--- config.mk ---
export PLATFORM = sky130hd
export DESIGN_NAME = flexdpe_feeder_flat
export DESIGN_NICKNAME = d
export VERILOG_FILES = /design/src/rtl/flexdpe_feeder_pkg.sv /design/src/rtl/flexdpe_feeder_if.sv /design/src/rtl/flexdpe_feeder.sv /design/src/flat_wrapper.sv
export SDC_FILE = /design/constraint.sdc
export NUM_CORES = 2
export LEC_CHECK = 0
export ABC_AREA = 1
export CAP_MARGIN = 20
export CORE_AREA = 2 2 657 659
export CTS_CLUSTER_DIAMETER = 50
export DETAILED_ROUTE_END_ITERATION = 16
export DIE_AREA = 0 0 659 661
export HOLD_SLACK_MARGIN = 0.08
export PLACE_DENSITY_LB_ADDON = 0.3
export SYNTH_ARGS = -nofsm -noshare
export SYNTH_HDL_FRONTEND = slang
export SYNTH_SLANG_ARGS = --single-unit
--- constraint.sdc ---
create_clock -name CLK -period 2.32 [get_ports CLK]
set_clock_uncertainty 0.1 [all_clocks]
set_input_delay 0.696 -clock CLK [delete_from_list [all_inputs] [get_ports CLK]]
set_output_delay 0.696 -clock CLK [all_outputs]
set_load 0.005 [all_outputs]
--- src/rtl/flexdpe_feeder_pkg.sv ---
// Shared definitions for the FLEX-DPE input feeder: default geometry,
// FSM state encoding and a small sizing helper.
package flexdpe_feeder_pkg;

    localparam int unsigned DEF_IN_DATA_TYPE = 16;
    localparam int unsigned DEF_NUM_PES      = 32;
    localparam int unsigned DEF_LOG2_PES     = 5;
    localparam int unsigned DEF_DRAIN_LAT    = 12;
    localparam int unsigned DEF_CNT_W        = 16;

    typedef enum logic [1:0] {
        FEED_IDLE   = 2'd0,
        FEED_STREAM = 2'd1,
        FEED_DRAIN  = 2'd2
    } feed_state_e;

    // Width of a down-counter that must hold lat-1.
    function automatic int unsigned drain_cnt_w(input int unsigned lat);
        return (lat > 1) ? $clog2(lat) : 1;
    endfunction

endpackage

--- src/rtl/flexdpe_feeder_if.sv ---
// Upstream tile stream into the feeder: ready/valid handshake plus the
// per-beat payload, xbar destinations, VN separator and framing flags.
interface flexdpe_feeder_if
    import flexdpe_feeder_pkg::*;
#(
    parameter int unsigned IN_DATA_TYPE = DEF_IN_DATA_TYPE,
    parameter int unsigned NUM_PES      = DEF_NUM_PES,
    parameter int unsigned LOG2_PES     = DEF_LOG2_PES
) ();

    logic                             s_valid;
    logic                             s_ready;
    logic [NUM_PES*IN_DATA_TYPE-1:0]  s_data;
    logic [NUM_PES*LOG2_PES-1:0]      s_dest;
    logic [NUM_PES*LOG2_PES-1:0]      s_vn;
    logic                             s_stationary;
    logic                             s_last;

    // Tile producer.
    modport master (
        output s_valid, s_data, s_dest, s_vn, s_stationary, s_last,
        input  s_ready
    );

    // Feeder side.
    modport slave (
        input  s_valid, s_data, s_dest, s_vn, s_stationary, s_last,
        output s_ready
    );

endinterface

--- src/rtl/flexdpe_feeder.sv ---
// Sequencer in front of the FLEX-DPE: accepts a header beat then streaming
// beats per tile, drives the registered DPE input bus, holds the VN separator
// for the whole tile and stalls the next tile until the pipeline has drained.
module flexdpe_feeder
    import flexdpe_feeder_pkg::*;
#(
    parameter int unsigned IN_DATA_TYPE = DEF_IN_DATA_TYPE,
    parameter int unsigned NUM_PES      = DEF_NUM_PES,
    parameter int unsigned LOG2_PES     = DEF_LOG2_PES,
    parameter int unsigned DRAIN_LAT    = DEF_DRAIN_LAT,
    parameter int unsigned CNT_W        = DEF_CNT_W
) (
    input  logic                            CLK,
    input  logic                            rst,
    flexdpe_feeder_if.slave                 s,
    output logic                            o_data_valid,
    output logic [NUM_PES*IN_DATA_TYPE-1:0] o_data_bus,
    output logic                            o_stationary,
    output logic [NUM_PES*LOG2_PES-1:0]     o_dest_bus,
    output logic [NUM_PES*LOG2_PES-1:0]     o_vn_seperator,
    output logic                            o_busy,
    output logic                            o_tile_done,
    output logic [CNT_W-1:0]                o_beat_cnt,
    output logic                            o_err
);

    localparam int unsigned         DCNT_W        = drain_cnt_w(DRAIN_LAT);
    localparam logic [DCNT_W-1:0]   DRAIN_LOAD    = DCNT_W'(DRAIN_LAT - 1);
    localparam logic [CNT_W-1:0]    CNT_MAX       = '1;
    // With a one-cycle drain the done pulse must already fire on entry.
    localparam logic                DONE_ON_ENTRY = (DRAIN_LAT == 1);

    feed_state_e        state;
    logic [DCNT_W-1:0]  drain_cnt;
    logic               accept;

    // Ready is a pure function of state so upstream can never form a loop.
    assign s.s_ready = (state != FEED_DRAIN);
    assign accept    = s.s_valid & s.s_ready;
    assign o_busy    = (state != FEED_IDLE);

    // FSM, drain/beat counters and all registered DPE-facing outputs.
    always_ff @(posedge CLK or negedge rst) begin
        if (!rst) begin
            state          <= FEED_IDLE;
            drain_cnt      <= '0;
            o_data_valid   <= 1'b0;
            o_data_bus     <= '0;
            o_stationary   <= 1'b0;
            o_dest_bus     <= '0;
            o_vn_seperator <= '0;
            o_tile_done    <= 1'b0;
            o_beat_cnt     <= '0;
            o_err          <= 1'b0;
        end else begin
            // Pulses and qualifiers default low; buses hold.
            o_data_valid <= 1'b0;
            o_stationary <= 1'b0;
            o_tile_done  <= 1'b0;

            case (state)
                FEED_IDLE: begin
                    if (accept) begin
                        if (s.s_stationary) begin
                            o_data_valid   <= 1'b1;
                            o_stationary   <= 1'b1;
                            o_data_bus     <= s.s_data;
                            o_dest_bus     <= s.s_dest;
                            o_vn_seperator <= s.s_vn;
                            o_beat_cnt     <= '0;
                            if (s.s_last) begin
                                state       <= FEED_DRAIN;
                                drain_cnt   <= DRAIN_LOAD;
                                o_tile_done <= DONE_ON_ENTRY;
                            end else begin
                                state <= FEED_STREAM;
                            end
                        end else begin
                            // Streaming beat without a header: drop it.
                            o_err <= 1'b1;
                        end
                    end
                end

                FEED_STREAM: begin
                    if (accept) begin
                        if (!s.s_stationary) begin
                            o_data_valid <= 1'b1;
                            o_data_bus   <= s.s_data;
                            o_dest_bus   <= s.s_dest;
                            if (o_beat_cnt != CNT_MAX) begin
                                o_beat_cnt <= o_beat_cnt + CNT_W'(1);
                            end
                            if (s.s_last) begin
                                state       <= FEED_DRAIN;
                                drain_cnt   <= DRAIN_LOAD;
                                o_tile_done <= DONE_ON_ENTRY;
                            end
                        end else begin
                            // Second header inside a tile: drop, keep VN.
                            o_err <= 1'b1;
                        end
                    end
                end

                FEED_DRAIN: begin
                    if (drain_cnt == '0) begin
                        state <= FEED_IDLE;
                    end else begin
                        drain_cnt <= drain_cnt - 1'b1;
                        // Registered one early so the pulse lands in the last drain cycle.
                        if (drain_cnt == DCNT_W'(1)) begin
                            o_tile_done <= 1'b1;
                        end
                    end
                end

                default: begin
                    state <= FEED_IDLE;
                end
            endcase
        end
    end

endmodule
--- src/flat_wrapper.sv ---
// flat-port wrapper written by rule: the top's interface ports become plain ports
module flexdpe_feeder_flat import flexdpe_feeder_pkg::*;
#(
    parameter int unsigned IN_DATA_TYPE = DEF_IN_DATA_TYPE,
    parameter int unsigned NUM_PES      = DEF_NUM_PES,
    parameter int unsigned LOG2_PES     = DEF_LOG2_PES,
    parameter int unsigned DRAIN_LAT    = DEF_DRAIN_LAT,
    parameter int unsigned CNT_W        = DEF_CNT_W
)
  (CLK, rst, o_data_valid, o_data_bus, o_stationary, o_dest_bus, o_vn_seperator, o_busy, o_tile_done, o_beat_cnt, o_err, s_s_valid, s_s_data, s_s_dest, s_s_vn, s_s_stationary, s_s_last, s_s_ready);
  flexdpe_feeder_if #(.IN_DATA_TYPE(IN_DATA_TYPE), .NUM_PES(NUM_PES), .LOG2_PES(LOG2_PES)) s_i ();
  input  logic CLK;
  input  logic rst;
  output logic o_data_valid;
  output logic [NUM_PES*IN_DATA_TYPE-1:0] o_data_bus;
  output logic o_stationary;
  output logic [NUM_PES*LOG2_PES-1:0] o_dest_bus;
  output logic [NUM_PES*LOG2_PES-1:0] o_vn_seperator;
  output logic o_busy;
  output logic o_tile_done;
  output logic [CNT_W-1:0] o_beat_cnt;
  output logic o_err;
  input wire logic [$bits(s_i.s_valid)-1:0] s_s_valid;
  input wire logic [$bits(s_i.s_data)-1:0] s_s_data;
  input wire logic [$bits(s_i.s_dest)-1:0] s_s_dest;
  input wire logic [$bits(s_i.s_vn)-1:0] s_s_vn;
  input wire logic [$bits(s_i.s_stationary)-1:0] s_s_stationary;
  input wire logic [$bits(s_i.s_last)-1:0] s_s_last;
  output wire logic [$bits(s_i.s_ready)-1:0] s_s_ready;
  assign s_i.s_valid = s_s_valid;
  assign s_i.s_data = s_s_data;
  assign s_i.s_dest = s_s_dest;
  assign s_i.s_vn = s_s_vn;
  assign s_i.s_stationary = s_s_stationary;
  assign s_i.s_last = s_s_last;
  assign s_s_ready = s_i.s_ready;
  flexdpe_feeder #(.IN_DATA_TYPE(IN_DATA_TYPE), .NUM_PES(NUM_PES), .LOG2_PES(LOG2_PES), .DRAIN_LAT(DRAIN_LAT), .CNT_W(CNT_W)) u_core (.CLK(CLK), .rst(rst), .s(s_i), .o_data_valid(o_data_valid), .o_data_bus(o_data_bus), .o_stationary(o_stationary), .o_dest_bus(o_dest_bus), .o_vn_seperator(o_vn_seperator), .o_busy(o_busy), .o_tile_done(o_tile_done), .o_beat_cnt(o_beat_cnt), .o_err(o_err));
endmodule
==> run metrics <==
Unique masters post-synth 23; global-route wire length before repair 427,000 µm; P_leak 31.2 nW; Critical Path Slowest Stage Cell dfrtp_1; Buf/Inv on CP 3; area of the die 436,000 µm²; area grow syn2layout 97.2%; Vias 35,400; delay-heaviest family, CP flip-flops; Setup-failing EPs final 2; Max Used Layer met5; CTS tree done; Sw Share 0.379; GP Congestion 0.900; IO Port Bufs 1,690; Setup Slack @ Placement -0.452 ns; initial core utilization 0.0761; measured slew at the worst slew-check pin 0.595 ns; Post-synth EDFFs 0; asr flop ratio synth 1.00; Synthesis Warnings 0; fin crit period 2.50 ns; die width 659 µm; WL met3 56,600 µm; Pwr Total 0.0899 W; dpl cell area 58,300 µm²; Max Slew Vio Count 0; failing checks negative setup slack; #FFs+latches synth 858; CTS Root Cell clkbuf_16; main flop type after synthesis dfrtp_1; num rows 241; Worst Hold Class in2reg; Worst VDD drop 601 µV; Clock Sinks 858; initial antenna violation count 488; CTS clk-pin slew, worst paths 0.05 ns; worst endpoint required time 1.52 ns; drt wl/cell 29.8 µm; Seq pwr share 0.296; Comb pwr share 0.380; Syn Inst Count 3,723; via count of the first global-routing pass 34,800; clock share of power 0.323; Met2 Wirelength 160,000 µm; internal power 0.0558 W; critical path class reg2out; Worst setup EP type output pin; Vias/cell 3.00; number of max-cap violations 0; Final Non-Filler Cells 11,800; total CTS buffers 182; pwr dens 1400 nW/µm²; largest net degree at the start of global routing 94; post-DP HPWL 308,000 µm; register area share after synthesis 0.658; Metal-1 WL 117,000 µm; CP cell instances buf_6 > nor2_4 > inv_2 > buf_12; fmax 400 MHz; final hold vios 0; Routed Antenna Nets 0; xor and xnor area share after synthesis 0.00188; # H-tree levels 4; Syn Area/Cell 8.77 µm²; Core Area 429,000 µm²; Final period util 1.08; arrival time worst endpoint 1.70 ns; area share of fa/ha/maj cells after synthesis 0.00153; Total Routing Usage GR 0.155; final instance area 64,400 µm²; Congestion Overflow GR 0; CP max FO 2; startpoint types flop; Post-Route WL 351,000 µm; Synth Area in Simple Gates 0.304; die height 661 µm; clock latency on the worst-skew pair 0.89 ns; I/O pin total 1,691; clock tree buffer depth 4; RSZ-0062 raised after global routing true; TritonRoute pass-1 iters 7; main combinational cell family by area after synthesis simple AND/OR/NAND/NOR gates; Post-Syn Area 32,600 µm²; Slew headroom 0.603; # nets final 6,655; DRC violations left 0; final worst slack -0.180 ns; Switch Pwr 0.0341 W; run status complete, but fails checks; Compound-Gate Fraction of Synth Area 0.00261; 1st-iter DRT viols 2,435; Crit path largest cell delay 0.39 ns; dpl cells 11,100; commonest non-fill, non-tap cell in the layout nand2_1; mux contribution to synthesized area 0; Net Count, Synth 4,564; most frequent cells in the layout nand2_1, dfrtp_1, clkdlybuf4s50_1, buf_2, buf_4; share of cells above drive strength 1 0.269
[stage by stage]
stage	hold slack (ns)	utilization	TNS [ns]
after floorplan	0.300	-	0
after global placement	0.353	0.136	-246.15
after detailed placement	0.359	0.136	-260.95
after CTS	0.108	0.149	-7.23
after global routing	0.154	0.149	-2.67
final	0.207	0.150	-0.321
[cell usage after synthesis, types with 2 or more instances]
master	number	area (µm²)
buf_2	164	821
nand3_1	22	110
buf_6	7	78.8
nand4_1	2	12.5
o21ai_0	12	60.1
dfrtp_1	858	21500
inv_2	3	11.3
nand2_2	3	18.8
a21oi_1	2	10.0
clkbuf_1	13	48.8
ha_1	4	50.1
inv_1	22	82.6
nor2_1	31	116
xor2_1	6	52.6
nand2_1	2566	9630
[path summary, 6_finish.rpt]
path	startpoint	to	slack, ns	depth (start not counted)
max	u_core.state[1]	o_busy	-0.18	4
min	s_s_data[14]	u_core.o_data_bus[14]	0.21	3
max reg2reg	u_core.state[1]	u_core.o_dest_bus[36]	0.14	11
min reg2reg	u_core.o_vn_seperator[126]	u_core.o_vn_seperator[126]	0.36	2
max in group asynchronous	rst	u_core.o_data_bus[227]	0.89	5
min in group asynchronous	rst	u_core.o_dest_bus[66]	0.48	3
[timing repair]
action                                  in CTS  in global routing
gates cloned                                 0                  0
endpoints found under the hold margin      454                  0
pin swaps                                    0                  2
buffers inserted                           169                 23
endpoints found under the setup margin     852                116
resized for setup                         3928                  8
hold buffers                                 1                  0
[power groups by stage]
| stage | clock [W] | sequential [W] | combinational, W |
|---|---|---|---|
| 6_report | 0.0291 | 0.0266 | 0.0342 |
| 5_1_grt | 0.0305 | 0.0275 | 0.0368 |
| 4_1_cts | 0.0299 | 0.0267 | 0.0355 |
| 3_5_place_dp | 0 | 0.0266 | 0.0370 |
| 3_3_place_gp | 0 | 0.0265 | 0.0371 |
| 2_1_floorplan | 0 | 0.0262 | 0.00789 |
[worst reg2reg max path: stages (launching register included)]
cell,delay [ns]
dfrtp_1,0.39
buf_6,0.13
buf_4,0.13
nor2_1,0.14
buf_4,0.17
nand2_8,0.07
inv_8,0.10
buf_12,0.19
buf_12,0.31
buf_12,0.21
nand2_1,0.06
nand2_1,0.06
[layer usage]
metal / GRT usage / vias to the layer above
met5: 0 / -
met4: 0.0578 / 322
met3: 0.118 / 954
met2: 0.250 / 1928
met1: 0.151 / 16500
li1: - / 15700
[sequential cells by signal (all words and copies together) (netlist names), 2 cells and up]
register and cells:
u_core.drain_cnt 4, u_core.o_data_bus 512, u_core.o_dest_bus 160, u_core.o_vn_seperator 160, u_core.o_beat_cnt 16, u_core.state 2
[area by class of cell]
cell class                      count  area [µm²]
Sequential cell                   858       21500
Fill cell                       48800      365000
Timing Repair Buffer             2092       18600
Antenna cell                      115         288
Clock buffer                      212        4850
Tap cell                         5710        7140
Inverter                           25         106
Multi-Input combinational cell   2655       10100
Clock inverter                    122        1740
[kinds of logic (layout without fill, tap and decap cells)]
kind of cell    Yosys count  in the layout
simple gates           2628           2628
xor+xnor                  7              7
other cells               0            115
buf+inv                 210           2451
compound gates           16             16
fa+ha+maj                 4              4
flops                   858            858
Power figures use the tool's default switching activity.
